==> config.mk <==
export PLATFORM = sky130hd
export DESIGN_NAME = imem_loader
export DESIGN_NICKNAME = d
export VERILOG_FILES = /design/src/rtl/mips_pkg.sv /design/src/rtl/imem_loader_asm.sv /design/src/rtl/imem_loader.sv
export SDC_FILE = /design/constraint.sdc
export NUM_CORES = 1
export LEC_CHECK = 0
export BUFFER_PORTS_ARGS = -buffer_cell sky130_fd_sc_hd__clkbuf_2
export CAP_MARGIN = 0
export CORE_MARGIN = 2
export CORE_UTILIZATION = 30
export DETAILED_ROUTE_END_ITERATION = 16
export MAX_ROUTING_LAYER = met4
export PLACE_DENSITY = 0.52
export RECOVER_POWER = 25
export SYNTH_ARGS = -nofsm -noshare
export SYNTH_HDL_FRONTEND = slang
export SYNTH_SLANG_ARGS = --single-unit
==> constraint.sdc <==
create_clock -name clk -period 3.1 [get_ports clk]
set_clock_uncertainty 0.05 [all_clocks]
set_input_delay 0.775 -clock clk [delete_from_list [all_inputs] [get_ports clk]]
set_output_delay 0.775 -clock clk [all_outputs]
set_load 0.01 [all_outputs]
==> src/rtl/mips_pkg.sv <==
// Shared MIPS-side definitions: loader states, instruction-memory sizing.
// Imported by the loader, its byte assembler and the instruction memory.
package mips_pkg;

  typedef enum logic [2:0] {
    CNT_HI,
    CNT_LO,
    WORD,
    WRITE,
    CHK,
    DONE,
    ERROR
  } state_t;

  localparam int WORD_BYTES = 4;
  localparam int IMEM_DEPTH = 8192;
  localparam int INSTR_W    = 32;

  // Big-endian byte shift: newest byte lands in the low lane.
  function automatic logic [INSTR_W-1:0] shift_in(
    input logic [INSTR_W-1:0] word,
    input logic [7:0]         b
  );
    return {word[INSTR_W-9:0], b};
  endfunction

endpackage

==> src/rtl/imem_loader_asm.sv <==
// Byte-to-word assembler: 32-bit shift register plus 2-bit byte index.
// word_valid pulses with the byte that completes a word.
import mips_pkg::*;

module imem_loader_asm (
  input  logic               clk,
  input  logic               reset,
  input  logic               shift_en,
  input  logic [7:0]         data,
  output logic [INSTR_W-1:0] word,
  output logic               word_valid
);

  logic [1:0] idx;

  // Shift each accepted byte in and count bytes within the word.
  always_ff @(posedge clk or posedge reset) begin
    if (reset) begin
      word <= '0;
      idx  <= 2'd0;
    end else if (shift_en) begin
      word <= shift_in(word, data);
      idx  <= idx + 2'd1;
    end
  end

  assign word_valid = shift_en && (idx == 2'd3);

endmodule

==> src/rtl/imem_loader.sv <==
// Instruction-memory loader: byte stream -> 32-bit words, CPU held until done.
// Optional trailer checksum: define IMEM_LOADER_CHECKSUM_EN.
import mips_pkg::*;

module imem_loader #(
  parameter int unsigned          DEPTH     = IMEM_DEPTH,
  parameter int                   ADDR_W    = 32,
  parameter logic [ADDR_W-1:0]    BASE_ADDR = '0
) (
  input  logic               clk,
  input  logic               reset,
  input  logic               in_valid,
  input  logic [7:0]         in_data,
  output logic               in_ready,
  input  logic               start,
  output logic               mem_we,
  output logic [ADDR_W-1:0]  mem_addr,
  output logic [INSTR_W-1:0] mem_wdata,
  output logic               cpu_hold,
  output logic               done,
  output logic               error
);

  // Low two bits forced clear so writes are always word-aligned.
  localparam logic [ADDR_W-1:0] BASE = BASE_ADDR & ~ADDR_W'(3);
  localparam logic [ADDR_W-1:0] STEP = ADDR_W'(WORD_BYTES);

  state_t      state, state_nx;
  logic        accept;
  logic [7:0]  count_hi;
  logic [15:0] count;
  logic [15:0] remaining;
  logic        word_valid;
  logic        last_word;
  logic        restart;

`ifdef IMEM_LOADER_CHECKSUM_EN
  logic [7:0]  chk;
`endif

  assign accept    = in_valid && in_ready;
  assign count     = {count_hi, in_data};
  assign last_word = (remaining == 16'd1);
  assign restart   = start && ((state == DONE) || (state == ERROR));

  imem_loader_asm u_asm (
    .clk        (clk),
    .reset      (reset),
    .shift_en   (accept && (state == WORD)),
    .data       (in_data),
    .word       (mem_wdata),
    .word_valid (word_valid)
  );

  // State register.
  always_ff @(posedge clk or posedge reset) begin
    if (reset) state <= CNT_HI;
    else       state <= state_nx;
  end

  // Next-state logic; every wait is open-ended with no timeout.
  always_comb begin
    state_nx = state;
    unique case (state)
      CNT_HI: if (accept) state_nx = CNT_LO;
      CNT_LO: begin
        if (accept) begin
          if (count == 16'd0)
            state_nx = DONE;
          else if (32'(count) > DEPTH)
            state_nx = ERROR;
          else
            state_nx = WORD;
        end
      end
      WORD:   if (word_valid) state_nx = WRITE;
      WRITE: begin
        if (!last_word)
          state_nx = WORD;
        else begin
`ifdef IMEM_LOADER_CHECKSUM_EN
          state_nx = CHK;
`else
          state_nx = DONE;
`endif
        end
      end
      CHK: begin
`ifdef IMEM_LOADER_CHECKSUM_EN
        if (accept)
          state_nx = (in_data == chk) ? DONE : ERROR;
`else
        state_nx = ERROR;
`endif
      end
      DONE:   if (start) state_nx = CNT_HI;
      ERROR:  if (start) state_nx = CNT_HI;
      default: state_nx = ERROR;
    endcase
  end

  // Outputs decoded from the current state.
  always_comb begin
    in_ready = 1'b0;
    mem_we   = 1'b0;
    cpu_hold = 1'b1;
    done     = 1'b0;
    error    = 1'b0;
    unique case (state)
      CNT_HI: in_ready = 1'b1;
      CNT_LO: in_ready = 1'b1;
      WORD:   in_ready = 1'b1;
      WRITE:  mem_we   = 1'b1;
`ifdef IMEM_LOADER_CHECKSUM_EN
      CHK:    in_ready = 1'b1;
`else
      CHK:    in_ready = 1'b0;
`endif
      DONE: begin
        cpu_hold = 1'b0;
        done     = 1'b1;
      end
      ERROR:  error = 1'b1;
      default: error = 1'b1;
    endcase
  end

  // Word count capture, remaining counter and write address.
  always_ff @(posedge clk or posedge reset) begin
    if (reset) begin
      count_hi  <= 8'd0;
      remaining <= 16'd0;
      mem_addr  <= BASE;
    end else begin
      if (accept && (state == CNT_HI))
        count_hi <= in_data;
      if (accept && (state == CNT_LO))
        remaining <= count;
      if (state == WRITE) begin
        mem_addr  <= mem_addr + STEP;
        remaining <= remaining - 16'd1;
      end
      if (restart)
        mem_addr <= BASE;
    end
  end

`ifdef IMEM_LOADER_CHECKSUM_EN
  // XOR of data bytes only; cleared when a new count is taken.
  always_ff @(posedge clk or posedge reset) begin
    if (reset)
      chk <= 8'd0;
    else if (accept && (state == CNT_LO))
      chk <= 8'd0;
    else if (accept && (state == WORD))
      chk <= chk ^ in_data;
  end
`endif

endmodule
* Word level (Yosys, flattened, before mapping) *
Cells that the tools add are included.

storage, ports and cells
  register bits = 93

cells by class
  eq/ne operators = 12
  add/subtract/negate cells = 3
  muxes and demuxes = 17
  reduce and logical (&&, ||, !) cells = 15
  order comparisons = 1

operators by type and width
  cell                   count
  $mux 32                2
  $add 32x3->32 const B  1
  $mux 16                2
  $mux 3                 7
  $eq 16x1->1 const B    1
  $gt 16x14->1 const B   1
  $logic_not 16->1       1
  $sub 16x1->16 const B  1
  $pmux 3 s5             1
  $eq 3x3->1 const B     3
  $eq 3x2->1 const B     2
  $logic_and 1x1->1      6
  $reduce_or 6->1        1
  $mux 1                 5
  $ne 2x1->1 const B     2
  $ne 2x2->1 const B     2
  $reduce_and 4->1       1
  $reduce_bool 2->1      2
  $eq 3x1->1 const B     1
  $logic_not 3->1        1
  $reduce_or 3->1        1
  $add 2x1->2 const B    1
  $eq 2x2->1 const B     1
  $reduce_or 2->1        1
  $logic_or 1x1->1       1

* Depth between registers and ports, before layout *
Gate-level depths: netlist of run 1.

  word-level depth = 8
  gate-level depth with buffers = 8

* By module *
A second synthesis of run 1 with hierarchy kept.

second synthesis, totals
  cells, all modules = 418
  area total of the unflattened synthesis = 4643.2 um^2

by module, submodules not included
  module           cells each  area an instance (um^2)  times used
  imem_loader      343         3213.1                   1
  imem_loader_asm  75          1430.1                   1

* Least setup slack after synthesis of run 1 *
OpenSTA, ideal clock, no wires.

  kind = input to register
  from = input in_valid
  to = register u_asm.word[10]
  library setup time = 0.125 ns
  setup slack = 1.106 ns
  data required time = 2.925 ns
  data arrival time = 1.819 ns
  stages on the path = 4
  path through = nand2b_1 > nor3b_2 > buf_2 > mux2_2

on the way
  longest elaborated chain between the ends = 2

RTL lines
  element                 RTL line               text
  start: declaration      imem_loader.sv:12      input logic in_valid,
  $logic_and 1x1->1       imem_loader.sv:41      assign accept = in_valid && in_ready;
  $logic_and 1x1->1       imem_loader.sv:49      .shift_en (accept && (state == WORD)),
  end signal: assignment  imem_loader_asm.sv:22  word <= shift_in(word, data);
  end: declaration        imem_loader_asm.sv:10  output logic [INSTR_W-1:0] word,

Every way passes these cells.
A chain may end at the register's enable or synchronous reset.

* Worst setup path in the final report of run 1 *
  from = register state[0]
  to = output mem_we

on the way
  longest elaborated chain between the ends = 2

RTL lines
  element                   RTL line            text
  start: declaration        imem_loader.sv:28   state_t state, state_nx;
  start signal: assignment  imem_loader.sv:58   else state <= state_nx;
  $eq 3x2->1                imem_loader.sv:109  unique case (state)
  $mux 1                    imem_loader.sv:109
  end: declaration          imem_loader.sv:16   output logic mem_we,

Every way passes these cells.

==> results of run 1 <==
-- flip-flops by register name, summed over array words and instances, names as in the netlist --
register / flops
u_asm.word: 32
remaining: 16
mem_addr: 30
count_hi: 8
state: 3
u_asm.idx: 2
-- cells by family (layout without fill, tap and decap cells) --
logic type | after synthesis | after routing
DFF | 91 | 91
adders and majority gates | 4 | 4
and+or+nand+nor | 162 | 162
buffers and inverters | 34 | 112
other | 1 | 2
muxes | 47 | 47
xor gates and xnor gates | 10 | 10
AOI/OAI and AO/OA | 75 | 75
-- routing by layer --
metal | part of all wire (%) | vias to the layer above | GRT usage, %
met2 | 47 | 85 | 21.7
met1 | 47 | 1837 | 20.2
met4 | 0.78 | 0 | 3.10
met5 | 0 | - | -
met3 | 4.6 | 6 | 4.48
li1 | - | 1733 | -
-- power groups by stage --
| stage | logic [mW] | clock network, mW | registers (mW) |
|---|---|---|---|
| 2_1_floorplan | 1.26 | 0 | 2.44 |
| 3_3_place_gp | 2.01 | 0 | 2.43 |
| 3_5_place_dp | 2.05 | 0 | 2.46 |
| 4_1_cts | 2.05 | 1.06 | 2.44 |
| 5_1_grt | 2.26 | 1.10 | 2.56 |
| 6_report | 2.02 | 1.01 | 2.44 |
-- through the flow --
stage | total power, mW | hold WS [ps] | setup slack, ps | cell area, um^2 | instances
after floorplan | 3.70 | 398 | 1110 | 4560 | 425
after global placement | 4.44 | 413 | 836 | 5150 | 675
after detailed placement | 4.50 | 424 | 774 | 5150 | 675
after CTS | 5.56 | 437 | 485 | 5430 | 691
after global routing | 5.92 | 474 | 258 | 5390 | 691
final | 5.47 | 436 | 523 | 5390 | 691
-- cells in the final DEF, fill, tap and decap left out, types with 3 or more instances in the layout --
| cell | netlist | final |
|---|---|---|
| clkbuf_16 | 0 | 9 |
| clkbuf_2 | 0 | 79 |
| inv_1 | 11 | 10 |
| a211oi_1 | 5 | 5 |
| o31ai_1 | 11 | 11 |
| nand2b_1 | 5 | 5 |
| or4_1 | 10 | 10 |
| nor2b_1 | 4 | 4 |
| nor2_1 | 29 | 29 |
| nor3_1 | 11 | 11 |
| clkbuf_1 | 7 | 3 |
| nor4_1 | 9 | 9 |
| xnor2_1 | 4 | 4 |
| mux2i_1 | 6 | 6 |
| and3_1 | 3 | 3 |
| a311oi_1 | 4 | 4 |
| ha_1 | 4 | 4 |
| and2_1 | 5 | 5 |
| xor2_1 | 6 | 6 |
| buf_4 | 2 | 4 |
| nand2_1 | 26 | 26 |
| or3_1 | 3 | 3 |
| nand4_1 | 12 | 12 |
| o21ai_0 | 10 | 10 |
| nand3_1 | 19 | 19 |
| dfrtp_1 | 91 | 91 |
| a21oi_1 | 23 | 23 |
| mux2_2 | 41 | 41 |
| and4_1 | 6 | 6 |
| nand4b_1 | 3 | 3 |
-- worst max-delay path, cell delays in order, from the launching register on --
cell,delay [ps]
dfrtp_1,670
nand3b_4,230
inv_2,100
buf_4,230
clkbuf_2,180
-- cell type report --
class / count / area share, %
well taps: 188 / 4.36
flip-flops and latches: 91 / 42.2
clock buffers: 11 / 4.32
repair buffers: 84 / 7.96
multi-input cells: 300 / 39.6
clock inverters: 5 / 0.696
inverters: 12 / 0.859
-- worst min path at each step --
stage / end / slack (ps) / cells after the start
floorplan: u_asm.idx[0] / 400 / 1
global placement: u_asm.idx[0] / 410 / 1
detailed placement: u_asm.idx[0] / 420 / 1
CTS: u_asm.idx[0] / 440 / 1
global route: remaining[15] / 470 / 1
finish: u_asm.idx[0] / 440 / 1
==> flow_summary.yaml, run 1 <==
critical_path:
  crit_type: "reg2out"
  r2r_cells: 5
  crit_path_max_fanout: 20
  crit_path_end_kind: "output pin"
  r2r_start: "state[0]"
  cp-start-kind: "register"
  critPathLaunch: "state[0]"
  regToRegEndpoint: "mem_addr[25]"
  cp.arrival_ps: 1750
  rrSetupSlack_ps: 760
  cp.required_ps: 2270
  crit_end: "mem_we"
drt:
  drc: 0
  wirelength_mm: 10.9
  dr.pass1.iters: 4
  vias: 3661
  drtIter0Drc: 279
  wl_per_cell_um: 15.8
  vias_per_cell: 5.30
  antenna_left: 0
grt:
  grt_max_degree: 35
  grt_first_pass_wirelength_mm: 18.5
  grt_remaining_overflow: 0
  antenna_found_initial: 0
  grt_pass1_vias: 3515
  grt_use_total_pct: 14.7
yosys:
  synth-compound-area-share_pct: 11.1
  ys_seq_area_share_pct: 50.0
  ys_warn_count: 0
  synth_area_leaders: "dfrtp_1 (50%), mux2_2 (10%), a21oi_1 (2.5%)"
  yosys-top-cells-count: "dfrtp_1 (91), mux2_2 (41), nor2_1 (29)"
  synth-simple-area-share_pct: 21.0
  synth_top_family_by_area: "simple AND/OR/NAND/NOR gates"
  synth-xor-area-share_pct: 1.92
  syn-instance-count: 424
  yosys.area.top_type: "dfrtp_1"
  synth_cell_types: 62
  synth_ff_type: "dfrtp_1"
  postSynthAreaPerCell_um2: 10.7
  netlist_area_um2: 4560
  synth_edf_count: 0
  async_flop_share_pct: 100
  synthMuxAreaShare_pct: 11.4
  synthAdderAreaFrac_pct: 1.10
  synth_seq_cells: 91
  synth_top_area_share_pct: 50.0
  synth_most_common_cell: "dfrtp_1"
flow_run:
  drv_cap: 0
finish:
  final_core_util_pct: 35.9
  drive_above_1_share_pct: 29.8
  nFillCells: 1524
  regArea_um2: 2280
  antenna_cells: 0
  multi_input_area_um2: 2130
  nNetsFinal: 514
  area_growth_pct: 18.3
floorplan:
  initial_core_util_pct: 30.3
  die_area_um2: 16200
  rows: 45
  core_area_um2: 15000
  io_pins: 81
  die_height_um: 127
  fp.dieW_um: 127
sta:
  rsz0062_at_grt: "false"
  finalCriticalPeriod_ps: 2580
  hold_viol_final: 0
  tightest_slew_ps: 1430
  fmax_mhz: 388
  setup_viol: 0
  timing.final.max_slew_violations: 0
  post-route-period-util_pct: 83.1
  slew_headroom_pct: 4.46
  tns_ps: 0
power_and_ir_drop:
  clkPwrFrac_pct: 18.5
  switching_share_pct: 39.3
  p_per_area_nw_per_um2: 1010
  pwr-share-comb_pct: 36.9
  p_int_mw: 3.32
  power.net_switching_mw: 2.15
  cellLeakagePower_nw: 2.25
  pwr-share-seq_pct: 44.6
  ir_drop_mv: 0.517
worst_hold_path:
  worstHoldStart: "u_asm.idx[0]"
  hold_path.class: "reg2reg"
cts:
  cts_tree: "done"
  cts_buffers: 9
  root_buffer: "clkbuf_16"
  post_cts_buffers: 0
  clk_latency_ps: 350
  cts-htree-levels: 3
  hold_buffers: 0
  clock-sinks: 91
  ctsResizeCount: 0
  clk_path_buf_depth: 2
  clk_pin_slew_ps: 60
placement:
  globalplace.congestion: 0.772
  io_buffers: 78
  dpl.hpwl_mm: 7.73
status:
  outcome: "completed"
Power figures use the tool's default switching activity.
==> run 2: changes to the inputs <==
--- a/config.mk
+++ b/config.mk
@@ -5,6 +5,7 @@
 export SDC_FILE = /design/constraint.sdc
 export NUM_CORES = 1
 export LEC_CHECK = 0
+export ABC_AREA = 1
 export BUFFER_PORTS_ARGS = -buffer_cell sky130_fd_sc_hd__clkbuf_2
 export CAP_MARGIN = 0
 export CORE_MARGIN = 2
==> constraint.sdc (replaced) <==
create_clock -name clk -period 2.3 [get_ports clk]
set_clock_uncertainty 0.05 [all_clocks]
set_input_delay 0.575 -clock clk [delete_from_list [all_inputs] [get_ports clk]]
set_output_delay 0.575 -clock clk [all_outputs]
set_load 0.01 [all_outputs]
==> run 2 against run 1 <==
Against the previous run: power rose by 18%; non-clock buffer count is 9 higher; sequential power rose by 6%; final cell count grew 38%; count of clock-buffer cells in the layout is 1 lower; global-route usage rose by 0.77 points; routed wire length up 14%; worst hold slack worse by 93 ps; design area grew 6.3%; via count increased by 20%; critical endpoint unchanged; largest power group unchanged.
==> flow_summary.yaml, run 2 <==
sta:
  post-route-period-util_pct: 91.7
  fmax_mhz: 474
  slew_headroom_pct: 30.7
  finalCriticalPeriod_ps: 2110
  rsz0062_at_grt: "false"
  tns_ps: 0
  setup_viol: 0
  hold_ws_ps: 343
  tightest_slew_ps: 1030
  timing.final.max_slew_violations: 0
  hold_viol_final: 0
power_and_ir_drop:
  p_per_area_nw_per_um2: 1120
  pwr-share-seq_pct: 40.1
  power.net_switching_mw: 2.63
  clkPwrFrac_pct: 22.0
  p_int_mw: 3.81
  cellLeakagePower_nw: 2.86
  switching_share_pct: 40.8
  ir_drop_mv: 0.482
  pwr-share-comb_pct: 37.9
  total_power_mw: 6.44
cts:
  clk_pin_slew_ps: 70
  hold_buffers: 0
  cts_tree: "done"
  root_buffer: "clkbuf_16"
  clk_latency_ps: 350
  cts-htree-levels: 3
  clk_path_buf_depth: 2
  ctsResizeCount: 0
  clock-sinks: 91
  cts_buffers: 9
  post_cts_buffers: 0
yosys:
  yosys.area.top_type: "dfrtp_1"
  synth_area_leaders: "dfrtp_1 (47%), nand2_1 (14%), nor2_1 (8.5%)"
  syn-instance-count: 645
  postSynthAreaPerCell_um2: 7.45
  synth_ff_type: "dfrtp_1"
  async_flop_share_pct: 100
  netlist_area_um2: 4810
  synth_most_common_cell: "nand2_1"
  synth_top_area_share_pct: 47.4
  synth_cell_types: 35
  yosys-top-cells-count: "nand2_1 (174), nor2_1 (109), dfrtp_1 (91)"
  ys_warn_count: 0
  synth_seq_cells: 91
  ys_seq_area_share_pct: 47.4
  synth_edf_count: 0
drt:
  vias_per_cell: 4.63
  dr.pass1.iters: 6
  antenna_left: 0
  wirelength_mm: 12.5
  drtIter0Drc: 211
  wl_per_cell_um: 13.1
  vias: 4402
  drc: 0
floorplan:
  io_pins: 81
  die_height_um: 131
  initial_core_util_pct: 30.5
  core_area_um2: 15800
  rows: 46
  fp.dieW_um: 131
  die_area_um2: 17000
critical_path:
  regToRegEndpoint: "mem_addr[12]"
  crit_path_end_kind: "output pin"
  rrSetupSlack_ps: 390
  cp-start-kind: "register"
  crit_path_max_fanout: 12
  cpPeakStageDelay_ps: 470
  r2r_cells: 8
  crit_type: "reg2out"
  critPathBufInv: 1
  crit_family: "flip-flops"
  r2r_start: "state[1]"
  cp.required_ps: 1670
  cp_slowest_cell: "dfrtp_1"
  cp.arrival_ps: 1480
  path_cells: "nand2_2, nor2_4, clkbuf_2"
finish:
  final_common_cell: "nand2_1"
  antenna_cells: 0
  nFillCells: 1705
  most-common-layout-cells: "nand2_1 (174), nor2_1 (109), dfrtp_1 (91)"
  area_growth_pct: 19.2
  reg.largest.list: "u_asm.word (32), mem_addr (30), remaining (16)"
  largest_register_ffs: 32
  drive_above_1_share_pct: 17.0
  regArea_um2: 2280
  nNetsFinal: 746
  top_register: "u_asm.word"
  multi_input_area_um2: 2120
status:
  outcome: "completed"
placement:
  dpl.hpwl_mm: 9.21
  io_buffers: 78
  globalplace.congestion: 0.864
grt:
  grt_remaining_overflow: 0
  antenna_found_initial: 0
  grt_max_degree: 44
  grt_first_pass_wirelength_mm: 20.3
  grt_use_total_pct: 15.5
  grt_pass1_vias: 4179
worst_hold_path:
  hold_path.class: "in2async"
flow_run:
  drv_cap: 0
run 2: metrics by stage:
| stage | instance area, um^2 | utilization [%] | std cells | worst slack (ps) |
|---|---|---|---|---|
| after global routing | 5730 | 36.3 | 951 | 42.3 |
| after CTS | 5760 | 36.5 | 951 | 159 |
| final | 5730 | 36.3 | 951 | 191 |
| after floorplan | 4810 | - | 646 | 611 |
| after detailed placement | 5480 | 34.7 | 935 | 391 |
| after global placement | 5480 | 34.7 | 935 | 384 |
run 2: cell families (layout without fill, tap and decap cells):
group	count (synthesis)	count (layout)	synth area share (%)
other cells	1	2	0.0780
simple gates	350	350	30.1
mux	9	9	2.11
flops	91	91	47.4
compound gates	89	89	10.0
xor+xnor	3	3	0.547
buf+inv	98	187	8.70
fa+ha+maj	4	4	1.04
run 2: metal layers:
metal  routed length, um  vias to the layer above  track usage [%]
met5                   0                        -                -
met4                 153                        0             4.38
met3                 639                       12             3.62
met2                5820                      111             25.0
met1                5860                     2057             19.6
li1                    -                     2222                -
run 2: area by class of cell:
type,instances,share of cell area [%]
clock buffer,10,4.00
tap,216,4.72
clock inverter,6,0.874
sequential,91,39.7
timing repair buffer,93,8.54
inverter,78,5.13
multi-input combinational,457,37.0
run 2: power groups by stage:
stage | Clock (mW) | Sequential (mW) | Combinational, mW
2_1_floorplan | 0 | 2.63 | 1.58
3_3_place_gp | 0 | 2.59 | 2.41
3_5_place_dp | 0 | 2.61 | 2.45
4_1_cts | 1.47 | 2.59 | 2.47
5_1_grt | 1.53 | 2.66 | 2.80
6_report | 1.42 | 2.58 | 2.44
run 2: worst max-delay path by stage:
stage,start,cells past startpoint,end
after floorplan,reset,1,count_hi[0]
after global placement,in_valid,5,u_asm.word[2]
after detailed placement,in_valid,5,u_asm.word[2]
after CTS,state[1],3,mem_we
after global routing,reset,3,u_asm.word[19]
final,state[1],3,mem_we
==> run 3: changes to the inputs <==
--- a/config.mk
+++ b/config.mk
@@ -8,11 +8,13 @@
 export ABC_AREA = 1
 export BUFFER_PORTS_ARGS = -buffer_cell sky130_fd_sc_hd__clkbuf_2
 export CAP_MARGIN = 0
+export CELL_PAD_IN_SITES_DETAIL_PLACEMENT = 1
+export CELL_PAD_IN_SITES_GLOBAL_PLACEMENT = 1
 export CORE_MARGIN = 2
 export CORE_UTILIZATION = 30
 export DETAILED_ROUTE_END_ITERATION = 16
 export MAX_ROUTING_LAYER = met4
-export PLACE_DENSITY = 0.52
+export PLACE_DENSITY = 0.66
 export RECOVER_POWER = 25
 export SYNTH_ARGS = -nofsm -noshare
 export SYNTH_HDL_FRONTEND = slang
==> run 3 against run 2 <==
Against the previous run: sequential power increased by 2%; largest cell class unchanged; first-iteration DRC count decreased by 0.47%; die area unchanged; maximum frequency increased by 3.5%; via count increased by 2.1%; setup slack improved by 71 ps; sequential cell count unchanged; routed wire length increased by 13%; design area increased by 0.57%.
==> flow_summary.yaml, run 3 (same netlist as run 2, synthesis figures left out) <==
finish:
  area_growth_pct: 19.9
  regArea_um2: 2280
  layoutNonFillerInstCount: 947
  reg.largest.list: "u_asm.word (32), mem_addr (30), remaining (16)"
  largest_register_ffs: 32
  multi_input_area_um2: 2120
  drive_above_1_share_pct: 16.8
  nNetsFinal: 743
  most-common-layout-cells: "nand2_1 (174), nor2_1 (109), dfrtp_1 (91)"
  antenna_cells: 0
  nFillCells: 2036
  top_register: "u_asm.word"
  final_common_cell: "nand2_1"
grt:
  grt_first_pass_wirelength_mm: 23.3
  antenna_found_initial: 0
  grt_pass1_vias: 4633
  grt_max_degree: 92
  grt_remaining_overflow: 0
  grt_use_total_pct: 17.8
cts:
  clk_latency_ps: 350
  cts_tree: "done"
  clk_pin_slew_ps: 60
  clock-sinks: 91
  cts_buffers: 9
  root_buffer: "clkbuf_16"
  ctsResizeCount: 0
  post_cts_buffers: 0
  cts-htree-levels: 3
  clk_path_buf_depth: 2
  hold_buffers: 0
drt:
  antenna_left: 0
  wl_per_cell_um: 14.8
  drtIter0Drc: 210
  vias: 4496
  wirelength_mm: 14.1
  dr.pass1.iters: 4
  vias_per_cell: 4.75
  drc: 0
sta:
  tns_ps: 0
  timing.final.max_slew_violations: 0
  rsz0062_at_grt: "false"
  post-route-period-util_pct: 88.6
  fmax_mhz: 491
  setup_viol: 0
  finalCriticalPeriod_ps: 2040
  hold_viol_final: 0
  slew_headroom_pct: 12.5
  tightest_slew_ps: 1310
power_and_ir_drop:
  cellLeakagePower_nw: 2.88
  p_per_area_nw_per_um2: 1150
  ir_drop_mv: 0.398
  total_power_mw: 6.64
floorplan:
  initial_core_util_pct: 30.5
  die_area_um2: 17000
  core_area_um2: 15800
  rows: 46
  die_height_um: 131
  io_pins: 81
  fp.dieW_um: 131
critical_path:
  cpPeakStageDelay_ps: 470
  r2r_cells: 8
  crit_family: "flip-flops"
  cp_slowest_cell: "dfrtp_1"
  path_cells: "nand2_2, nor2_4, buf_4, clkbuf_2"
  crit_type: "reg2out"
  critPathBufInv: 2
  cp.arrival_ps: 1410
  cp.required_ps: 1670
  r2r_start: "state[1]"
  crit_path_max_fanout: 7
  rrSetupSlack_ps: 450
  crit_path_end_kind: "output pin"
  cp-start-kind: "register"
  regToRegEndpoint: "remaining[1]"
placement:
  dpl.hpwl_mm: 10.5
  dp_cells: 932
  globalplace.congestion: 0.860
  io_buffers: 78
worst_hold_path:
  hold_path.class: "reg2reg"
  hold_depth: 1
  worstHoldStart: "u_asm.idx[0]"
  holdPathEnd: "u_asm.idx[0]"
status:
  outcome: "completed"
flow_run:
  drv_cap: 0
## run 3: how the worst max path moves through the flow
stage / slack (ps) / from / endpoint / depth (start not counted)
after floorplan: 610 / reset / count_hi[0] / 1
after detailed placement: 460 / state[1] / remaining[1] / 8
after CTS: 230 / state[1] / mem_we / 4
final: 260 / state[1] / mem_we / 4
after global routing: 170 / state[1] / mem_we / 4
after global placement: 530 / state[1] / remaining[1] / 8
## run 3: metal layers
metal	vias to the layer above	GRT usage [%]	routed length, um
met1	2180	22.7	6600
li1	2207	-	-
met2	89	28.6	6570
met3	20	3.22	611
met4	0	6.13	274
met5	-	-	0
## run 3: final cells by class
type / count / area share, %
Clock buffer: 11 / 4.21
Tap cell: 216 / 4.69
Timing Repair Buffer: 90 / 8.75
Inverter: 78 / 5.15
Multi-Input combinational cell: 457 / 36.8
Sequential cell: 91 / 39.5
Clock inverter: 4 / 0.890
## run 3: stage by stage
stage                     setup WS, ps  utilization [%]  area, um^2  hold WS (ps)
after floorplan                    611                -        4810           403
after global placement             527             34.8        5480           417
after detailed placement           462             34.8        5480           421
after CTS                          235             36.6        5780           333
after global routing               173             36.5        5760           468
final                              261             36.5        5760           434
## run 3: worst reg2reg max path: cells and delay by family, from the launching register on
kind            cells  cell delay [ps]
flops               1              460
compound gates      1              220
simple gates        5              760
buf+inv             2              280
## run 3: where the power goes
| group | total [mW] | switching (mW) | internal [mW] |
|---|---|---|---|
| logic | 2.51 | 1.57 | 0.945 |
| registers | 2.62 | 0.479 | 2.15 |
| clock network | 1.50 | 0.637 | 0.867 |
| total | 6.64 | 2.68 | 3.96 |
